[config.mk]
export PLATFORM = sky130hd
export DESIGN_NAME = sr_command_gen_flat
export DESIGN_NICKNAME = d
export VERILOG_FILES = /design/src/rtl/sr_command_gen_if.sv /design/src/rtl/sr_command_gen.sv /design/src/flat_wrapper.sv
export SDC_FILE = /design/constraint.sdc
export NUM_CORES = 1
export LEC_CHECK = 0
export ABC_AREA = 1
export CORE_MARGIN = 2
export CORE_UTILIZATION = 43
export DETAILED_ROUTE_END_ITERATION = 7
export GPL_ROUTABILITY_DRIVEN = 0
export SETUP_SLACK_MARGIN = 0.4
export SLEW_MARGIN = 5
export SYNTH_ARGS = -nofsm -noshare
export SYNTH_HDL_FRONTEND = slang
export SYNTH_SLANG_ARGS = --single-unit
[constraint.sdc]
create_clock -name CLK -period 3 [get_ports CLK]
set_input_delay 0.3 -clock CLK [delete_from_list [all_inputs] [get_ports CLK]]
set_output_delay 0.3 -clock CLK [all_outputs]
set_load 0.05 [all_outputs]
[src/rtl/sr_command_gen_if.sv]
`default_nettype none
// ============================================================================
// Module   : sr_command_gen_if
// Brief    : Request inputs and command outputs of the SR command generator.
// Revision : 1.0
// ============================================================================
interface sr_command_gen_if;
    logic SET_IN;
    logic CLR_IN;
    logic S;
    logic R;
    logic CONFLICT;
    logic BUSY;

    modport master (
        output SET_IN,
        output CLR_IN,
        input  S,
        input  R,
        input  CONFLICT,
        input  BUSY
    );

    modport slave (
        input  SET_IN,
        input  CLR_IN,
        output S,
        output R,
        output CONFLICT,
        output BUSY
    );
endinterface
`default_nettype wire

[src/rtl/sr_command_gen.sv]
`default_nettype none
// ============================================================================
// Module   : sr_command_gen
// Brief    : Synchronises and debounces raw set/clear requests and issues
//            rate-limited single-cycle S/R pulses for an SR flip-flop.
// Revision : 1.0
// ============================================================================
module sr_command_gen #(
    parameter int unsigned DEBOUNCE_CYCLES = 4,
    parameter int unsigned HOLDOFF_CYCLES  = 3,
    parameter int unsigned CNT_W           = 3
) (
    input  wire logic       CLK,
    input  wire logic       RST,
    sr_command_gen_if.slave bus
);

    localparam logic [CNT_W-1:0] c_deb_last  = CNT_W'(DEBOUNCE_CYCLES - 1);
    localparam logic [CNT_W-1:0] c_hold_last =
        CNT_W'((HOLDOFF_CYCLES > 0) ? (HOLDOFF_CYCLES - 1) : 0);

    typedef enum logic [1:0] {
        ST_IDLE    = 2'd0,
        ST_ISSUE   = 2'd1,
        ST_HOLDOFF = 2'd2
    } state_t;

    // Channel 0 is set, channel 1 is clear.
    logic [1:0] w_raw;
    logic [1:0] w_req;

    assign w_raw = {bus.CLR_IN, bus.SET_IN};

    generate
        for (genvar gi = 0; gi < 2; gi++) begin : g_chan
            logic             r_sync1;
            logic             r_sync2;
            logic             r_deb;
            logic             r_deb_prev;
            logic [CNT_W-1:0] r_cnt;

            always_ff @(posedge CLK or posedge RST) begin
                if (RST) begin
                    r_sync1    <= 1'b0;
                    r_sync2    <= 1'b0;
                    r_deb      <= 1'b0;
                    r_deb_prev <= 1'b0;
                    r_cnt      <= '0;
                end else begin
                    r_sync1    <= w_raw[gi];
                    r_sync2    <= r_sync1;
                    r_deb_prev <= r_deb;
                    // Any sample matching the debounced level restarts the run.
                    if (r_sync2 == r_deb) begin
                        r_cnt <= '0;
                    end else if (r_cnt == c_deb_last) begin
                        r_deb <= r_sync2;
                        r_cnt <= '0;
                    end else begin
                        r_cnt <= r_cnt + 1'b1;
                    end
                end
            end

            assign w_req[gi] = r_deb & ~r_deb_prev;
        end
    endgenerate

    state_t           r_state;
    state_t           w_state_nxt;
    logic [CNT_W-1:0] r_hold_cnt;
    logic [CNT_W-1:0] w_hold_cnt_nxt;
    logic             r_s;
    logic             r_r;
    logic             r_conflict;
    logic             w_s_nxt;
    logic             w_r_nxt;
    logic             w_conflict_nxt;

    always_ff @(posedge CLK or posedge RST) begin
        if (RST) begin
            r_state    <= ST_IDLE;
            r_hold_cnt <= '0;
            r_s        <= 1'b0;
            r_r        <= 1'b0;
            r_conflict <= 1'b0;
        end else begin
            r_state    <= w_state_nxt;
            r_hold_cnt <= w_hold_cnt_nxt;
            r_s        <= w_s_nxt;
            r_r        <= w_r_nxt;
            r_conflict <= w_conflict_nxt;
        end
    end

    // Requests outside IDLE are dropped; the edge history keeps tracking so a
    // held input is not re-fired later.
    always_comb begin
        w_state_nxt    = r_state;
        w_hold_cnt_nxt = r_hold_cnt;
        w_s_nxt        = 1'b0;
        w_r_nxt        = 1'b0;
        w_conflict_nxt = 1'b0;
        case (r_state)
            ST_IDLE: begin
                if (w_req != 2'b00) begin
                    w_state_nxt    = ST_ISSUE;
                    w_s_nxt        = (w_req == 2'b01);
                    w_r_nxt        = (w_req == 2'b10);
                    w_conflict_nxt = (w_req == 2'b11);
                end
            end
            ST_ISSUE: begin
                w_hold_cnt_nxt = '0;
                w_state_nxt    = (HOLDOFF_CYCLES > 0) ? ST_HOLDOFF : ST_IDLE;
            end
            ST_HOLDOFF: begin
                if (r_hold_cnt == c_hold_last) begin
                    w_state_nxt = ST_IDLE;
                end else begin
                    w_hold_cnt_nxt = r_hold_cnt + 1'b1;
                end
            end
            default: begin
                w_state_nxt = ST_IDLE;
            end
        endcase
    end

    assign bus.S        = r_s;
    assign bus.R        = r_r;
    assign bus.CONFLICT = r_conflict;
    assign bus.BUSY     = (r_state != ST_IDLE);

endmodule
`default_nettype wire

[src/flat_wrapper.sv]
// flat-port wrapper written by rule: the top's interface ports become plain ports
module sr_command_gen_flat 
#(
    parameter int unsigned DEBOUNCE_CYCLES = 4,
    parameter int unsigned HOLDOFF_CYCLES  = 3,
    parameter int unsigned CNT_W           = 3
)
  (CLK, RST, bus_SET_IN, bus_CLR_IN, bus_S, bus_R, bus_CONFLICT, bus_BUSY);
  sr_command_gen_if bus_i ();
  input  wire logic CLK;
  input  wire logic RST;
  input wire logic [$bits(bus_i.SET_IN)-1:0] bus_SET_IN;
  input wire logic [$bits(bus_i.CLR_IN)-1:0] bus_CLR_IN;
  output wire logic [$bits(bus_i.S)-1:0] bus_S;
  output wire logic [$bits(bus_i.R)-1:0] bus_R;
  output wire logic [$bits(bus_i.CONFLICT)-1:0] bus_CONFLICT;
  output wire logic [$bits(bus_i.BUSY)-1:0] bus_BUSY;
  assign bus_i.SET_IN = bus_SET_IN;
  assign bus_i.CLR_IN = bus_CLR_IN;
  assign bus_S = bus_i.S;
  assign bus_R = bus_i.R;
  assign bus_CONFLICT = bus_i.CONFLICT;
  assign bus_BUSY = bus_i.BUSY;
  sr_command_gen #(.DEBOUNCE_CYCLES(DEBOUNCE_CYCLES), .HOLDOFF_CYCLES(HOLDOFF_CYCLES), .CNT_W(CNT_W)) u_core (.CLK(CLK), .RST(RST), .bus(bus_i));
endmodule
* Word level (Yosys, flattened, before mapping) *
Index checks and enable logic that the tools add are counted.

operators by class
  add/sub/neg operators = 3
  equal/unequal tests = 13
  multiplexer cells = 15
  bitwise operators = 6
  reduce and logical (&&, ||, !) cells = 8

operators by type and width
  operator                                               count
  two-way mux 3 bit                                      5
  adder 3 x 1 -> 3 bit, second input constant            3
  == test 3 x 2 -> 1 bit, second input constant          3
  AND reduction 2 bit                                    4
  == test 2 bit, second input constant                   3
  two-way mux 1 bit                                      6
  case mux 2 bit (3 select lines)                        1
  case mux 3 bit (2 select lines)                        1
  nonzero test 2 bit                                     3
  == test 2 x 1 -> 1 bit, second input constant          2
  two-way mux 2 bit                                      2
  inequality test 2 x 1 -> 1 bit, second input constant  2
  inverter 1 bit                                         4
  bitwise AND 1 bit                                      2
  == test 1 bit                                          2
  zero test 2 bit                                        1
  inequality test 2 bit, second input constant           1

storage, ports and cells
  flip-flop bits (word level) = 22
  input port bits = 4
  output and inout bits = 4
  word-level logic and storage cells = 60

* Depth between registers and ports, before layout *
Gate-level depths: netlist of the first run.

  depth in word-level cells = 5
  gate-level depth with buffers = 7
  gate-level depth less buffers = 7

* Worst setup path before layout of the first run *
OpenSTA, ideal clock, no wires.

  path type = register -> output
  start = reg u_core.r_state[0]
  end = out bus_BUSY
  arrival time = 0.683 ns
  data required time = 2.700 ns
  slack = 2.017 ns
  stages on the path, launching flop included = 3
  buffers on the path = 0
  cells stage by stage = dfrtp_1 > nor2_2 > inv_2

on the way
  cells in the longest elaborated chain, start to end = 1

ends and longest elaborated chain
  element                 line                   RTL
  start, declared         sr_command_gen.sv:69   state_t r_state;
  start signal, assigned  sr_command_gen.sv:88   r_state <= w_state_nxt;
  nonzero test 2 bit      sr_command_gen.sv:133  assign bus.BUSY = (r_state != ST_IDLE);
  end, declared           flat_wrapper.sv:17     output wire logic [$bits(bus_i.BUSY)-1:0] bus_BUSY;

No other way between the ends.

* Worst setup path after layout of the first run *
Ends and elaborated chain as after synthesis.

==> results of run 1 <==
[state kept, by name, indices dropped and copies added, names as in the netlist]
name                      flops
u_core.g_chan.r_sync2         2
u_core.g_chan.r_cnt           6
u_core.r_state                2
u_core.g_chan.r_deb           2
u_core.r_hold_cnt             3
u_core.bus.R                  1
u_core.bus.CONFLICT           1
u_core.g_chan.r_sync1         2
u_core.g_chan.r_deb_prev      2
u_core.bus.S                  1
[power breakdown]
part | internal, mW | switching (mW)
logic | 0.137 | 0.241
registers | 0.381 | 0.0559
clock network | 0.0741 | 0.0856
total | 0.592 | 0.383
[layout make-up]
class	instances	area, um2	share of cell area [%]
Inverter	19	71.3	6.79
Tap cell	27	33.8	3.22
Sequential cell	22	551	52.4
Timing Repair Buffer	7	70.1	6.67
Multi-Input combinational cell	51	288	27.4
Clock buffer	4	36.3	3.46
[worst register-to-register path, delay by kind of cell (launching register included)]
family        cells  cell delay [ns]
fa+ha+maj         1             0.20
buf+inv           1             0.07
flops             1             0.39
simple gates      4             0.32
[synthesized netlist by cell type (all sizes together)]
| master | n | area (um2) |
|---|---|---|
| nor2 | 14 | 72.6 |
| or2 | 2 | 15.0 |
| xnor2 | 2 | 17.5 |
| nand2 | 22 | 85.1 |
| inv | 19 | 71.3 |
| ha | 4 | 50.1 |
| dfrtp | 22 | 551 |
| nand3 | 3 | 15.0 |
| nor3 | 1 | 10.0 |
| o21ai | 3 | 22.5 |
[metal layers]
layer,share of wire (%),routed length (um),vias up
li1,-,-,295
met1,49,571,259
met2,44,518,11
met3,6.1,71,2
met4,0.85,10,0
met5,0,0,-
[logic make-up (layout without fill, tap and decap cells)]
group | after synthesis | count (layout) | share of synthesized area [%]
adders and majority gates | 4 | 4 | 5.50
DFF | 22 | 22 | 60.5
buffers and inverters | 19 | 30 | 7.84
xor gates and xnor gates | 2 | 2 | 1.93
and+or+nand+nor | 42 | 42 | 21.7
AOI/OAI and AO/OA | 3 | 3 | 2.48
[how the worst max path moves through the flow]
stage	from	end	slack (ns)	depth (start not counted)
finish	u_core.r_state[0]	bus_BUSY	1.03	3
global placement	u_core.r_state[0]	bus_BUSY	1.40	3
global route	u_core.r_state[0]	bus_BUSY	0.96	3
CTS	u_core.r_state[0]	bus_BUSY	1.02	3
detailed placement	u_core.r_state[0]	bus_BUSY	1.38	3
floorplan	u_core.r_state[0]	bus_BUSY	2.02	2
[stage by stage]
| step | area [um2] | cells |
|---|---|---|
| 6_report | 1050 | 130 |
| 3_3_place_gp | 1010 | 126 |
| 2_1_floorplan | 910 | 92 |
| 3_5_place_dp | 1010 | 126 |
| 4_1_cts | 1050 | 130 |
| 5_1_grt | 1050 | 130 |
==> flow_metrics.py, run 1 <==
metrics = {
    "sta": {
        "drv_slew": 0,
        "fin_tns_setup_ns": 0,
        "setup_viol": 0,
        "min_period_ns": 1.97,
        "hold_ws_ns": 0.364,
        "hold_viol": 0,
        "max_freq_ghz": 0.508,
        "min_period_over_period_pct": 65.6,
        "tightest_slew_ns": 0.793,
        "grt_setup_unrepaired": "no",
        "slew_headroom_pct": 47.1,
        "fin_ws_ns": 1.03,
        "fin_worst_skew_ns": 0.00371,
    },
    "routing": {
        "wire_per_inst_um": 9.02,
        "post-route-drc-count": 0,
        "vias": 567,
        "ant_nets": 0,
        "wirelength_um": 1170,
        "initialDrtViolationCount": 4,
        "first_pass_iters": 2,
        "via_per_inst": 4.36,
    },
    "synth": {
        "ys_seq_elements": 22,
        "ys.warnings.count": 0,
        "yosysSeqAreaShare_pct": 60.5,
        "syn_avg_cell_area_um2": 9.89,
        "synthCells": 92,
        "synthesis.area_um2": 910,
        "syn-num-nets": 100,
        "synth.distinct_cells": 16,
    },
    "floorplanning": {
        "start_util_pct": 45.9,
        "die_area_um2": 2500,
        "ios": 8,
        "core_um2": 1980,
        "die-height_um": 50.0,
        "die_x_um": 50.0,
        "fp-row-count": 16,
    },
    "global_route": {
        "grt_use_total_pct": 12.4,
        "grt_pass1_vias": 570,
        "grt_use_met3_pct": 5.45,
        "grt_pass1_wl_um": 2290,
        "grt_max_degree": 23,
        "grt-ovfl-total": 0,
        "met2_usage_pct": 21.5,
        "busiest_layer": "met2",
        "grtUsageMet1_pct": 13.3,
        "grt_antenna_before_repair": 0,
    },
    "run": {
        "max_cap_viol_count": 0,
    },
    "critical_path": {
        "crit_slowest_cell": "clkdlybuf4s50_1",
        "start_kind": "flop",
        "cp_max_fo": 4,
        "critPathRequiredTime_ns": 2.70,
        "crit_type": "reg2out",
        "crit_buf_inv": 2,
        "end_kind": "output pin",
        "rr_startpoint": "u_core.r_hold_cnt[0]",
        "crit_chain": "nor2_2 -> inv_2 -> clkdlybuf4s50_1",
        "crit_family": "buffers and inverters",
        "r2r_setup_slack_ns": 1.92,
        "cp.arrival_ns": 1.67,
        "r2r-end": "u_core.r_hold_cnt[1]",
        "rr_worst_depth": 6,
        "slowest_delay_ns": 0.70,
    },
    "cts": {
        "cts_setup_buffers": 0,
        "clk-insertion-delay-late_ns": 0.30,
        "ctsResizeCount": 0,
        "hold_buffers": 0,
        "clk_path_buf_depth": 2,
        "root_buffer": "clkbuf_4",
        "path_clk_slew_ns": 0.12,
        "cts_buffers": 3,
        "cts_max_level": 1,
        "clock-sinks": 22,
        "cts_tree": "built",
    },
    "place": {
        "post-place-ws_ns": 1.38,
        "hpwlAfterDp_um": 879,
        "numPortBuffers": 7,
    },
    "power_and_ir_drop": {
        "total_power_uw": 975,
        "irDropWorstVdd_v": 0.000525,
        "p_leak_nw": 0.542,
        "p_per_area_nw_per_um2": 929,
    },
    "final_layout": {
        "final_common_cell": "dfrtp_1",
        "fillers": 181,
        "fin_util_pct": 53.0,
        "n_antenna_cell": 0,
        "syn2layout_area_growth_pct": 15.4,
        "final_cell_mix": "22 x dfrtp_1, 21 x nand2_1, 16 x inv_1",
        "final_nets": 112,
        "drive_above_1_share_pct": 17.5,
    },
    "min_path": {
        "worstHoldEndpoint": "u_core.g_chan[1].r_sync2",
        "min_path_type": "reg2reg",
        "holdPathStages": 0,
        "min_from": "u_core.g_chan[1].r_sync1",
    },
    "status": {
        "status": "finished clean",
    },
}
Note: power is estimated with default switching activity, not from simulation.
==> run 2, diff against run 1 <==
==> constraint.sdc (replaced) <==
create_clock -name CLK -period 1.8 [get_ports CLK]
set_input_delay 0.18 -clock CLK [delete_from_list [all_inputs] [get_ports CLK]]
set_output_delay 0.18 -clock CLK [all_outputs]
set_load 0.05 [all_outputs]
==> run 2 against run 1 <==
Compared with the run above: combinational power up 65%; via count down 2.1%; largest cell class unchanged; flip-flop and latch count unchanged; cell area up 0.83%; die area unchanged; hold slack worse by 0.16 ns; sequential power up 67%; core utilization up 0.44 points.
==> flow_metrics.py, run 2 (same netlist as run 1, synthesis figures left out) <==
metrics = {
    "final_layout": {
        "final_cell_mix": "22 x dfrtp_1, 21 x nand2_1, 16 x inv_1",
        "multi_input_area_um2": 288,
        "stdcell_count": 132,
        "drive_above_1_share_pct": 20.0,
        "n_antenna_cell": 0,
        "fin_util_pct": 53.4,
        "largest_reg_flops": 6,
        "reg_top3": "u_core.g_chan.r_cnt (6), u_core.r_hold_cnt (3)",
        "fillers": 178,
        "final_common_cell": "dfrtp_1",
        "syn2layout_area_growth_pct": 16.4,
        "top_register": "u_core.g_chan.r_cnt",
        "seqCellArea_um2": 551,
        "final_nets": 114,
    },
    "critical_path": {
        "start_kind": "flop",
        "crit_family": "buffers and inverters",
        "slowest_delay_ns": 0.52,
        "cp.arrival_ns": 1.16,
        "crit_buf_inv": 1,
        "cp_max_fo": 1,
        "crit_slowest_cell": "dlygate4sd2_1",
        "critPathRequiredTime_ns": 1.62,
        "crit_type": "reg2out",
        "end_kind": "output pin",
        "crit_chain": "dlygate4sd2_1",
    },
    "power_and_ir_drop": {
        "p_int_uw": 980,
        "netSwitchingFraction_pct": 39.2,
        "total_power_mw": 1.61,
        "combinationalPowerShare_pct": 38.7,
        "clkPwrFrac_pct": 16.0,
        "seqPwrFrac_pct": 45.2,
        "p_leak_nw": 0.566,
        "irDropWorstVdd_v": 0.000687,
        "switchingPower_uw": 633,
        "p_per_area_nw_per_um2": 1520,
    },
    "routing": {
        "wirelength_um": 1140,
        "via_per_inst": 4.20,
        "wire_per_inst_um": 8.64,
        "first_pass_iters": 4,
        "vias": 555,
        "ant_nets": 0,
        "initialDrtViolationCount": 4,
        "post-route-drc-count": 0,
    },
    "global_route": {
        "grt_antenna_before_repair": 0,
        "grt_pass1_wl_um": 2310,
        "grt_pass1_vias": 567,
        "grt_use_total_pct": 12.3,
        "grt-ovfl-total": 0,
        "grt_max_degree": 23,
    },
    "sta": {
        "min_period_ns": 1.34,
        "fin_worst_skew_ns": 0.00543,
        "tightest_slew_ns": 0.486,
        "fin_tns_setup_ns": 0,
        "slew_headroom_pct": 67.8,
        "fin_ws_ns": 0.464,
        "hold_viol": 0,
        "grt_setup_unrepaired": "no",
        "setup_viol": 0,
        "min_period_over_period_pct": 74.2,
        "drv_slew": 0,
        "max_freq_ghz": 0.749,
    },
    "min_path": {
        "min_path_type": "in2async",
    },
    "cts": {
        "root_buffer": "clkbuf_4",
        "clk-insertion-delay-late_ns": 0.30,
        "clock-sinks": 22,
        "cts_buffers": 3,
        "path_clk_slew_ns": 0.11,
        "clk_path_buf_depth": 2,
        "hold_buffers": 0,
        "cts_tree": "built",
        "cts_max_level": 1,
    },
    "floorplanning": {
        "ios": 8,
        "die_area_um2": 2500,
        "die_x_um": 50.0,
        "die-height_um": 50.0,
        "fp-row-count": 16,
        "core_um2": 1980,
        "start_util_pct": 45.9,
    },
    "place": {
        "dp_cells": 127,
        "hpwlAfterDp_um": 852,
        "numPortBuffers": 7,
        "post-place-ws_ns": 0.516,
    },
    "status": {
        "status": "finished clean",
    },
    "run": {
        "max_cap_viol_count": 0,
    },
}
[run 2: worst paths after layout]
path                                                from                       end  slack [ns]  depth (start not counted)
worst max-delay path                        u_core.bus.S                     bus_S        0.46                          1
worst min-delay path                                 RST       u_core.bus.CONFLICT        0.20                          3
worst max register to register      u_core.r_hold_cnt[0]      u_core.r_hold_cnt[0]        0.70                          7
worst min register to register  u_core.g_chan[0].r_sync1  u_core.g_chan[0].r_sync2        0.36                          0
max in group asynchronous                            RST  u_core.g_chan[1].r_sync2        1.39                          3
min in group CLK                              bus_SET_IN  u_core.g_chan[0].r_sync1        0.32                          1
[run 2: per-stage QoR]
| stage | hold slack, ns | area (um2) |
|---|---|---|
| finish | 0.199 | 1060 |
| CTS | 0.206 | 1050 |
| detailed placement | 0.339 | 1020 |
| global route | 0.220 | 1060 |
| global placement | 0.335 | 1020 |
| floorplan | 0.169 | 910 |
[run 2: cell type report]
type	count	area share, %
Inverter	19	6.74
Clock buffer	4	3.43
Multi-Input combinational cell	51	27.2
Tap cell	27	3.19
Timing Repair Buffer	9	7.45
Sequential cell	22	52.0
[run 2: metal layers]
layer  share of wire [%]  vias up  track usage [%]
met5                   0        -                0
met4                   0        0             2.78
met3                 5.3        0             5.45
met2                  44       12             20.8
met1                  50      244             14.1
li1                    -      299                -
[run 2: timing repair]
item,in CTS,in global routing
resized for setup,3,0
setup buffers,0,1
cloned,0,0
endpoints found under the setup margin,3,1
[run 2: power groups by stage]
stage	combinational [mW]	sequential, mW	clock, mW
after floorplan	0.440	0.788	0
after global placement	0.615	0.736	0
after detailed placement	0.632	0.744	0
after CTS	0.625	0.732	0.272
after global routing	0.742	0.745	0.294
final	0.625	0.730	0.259
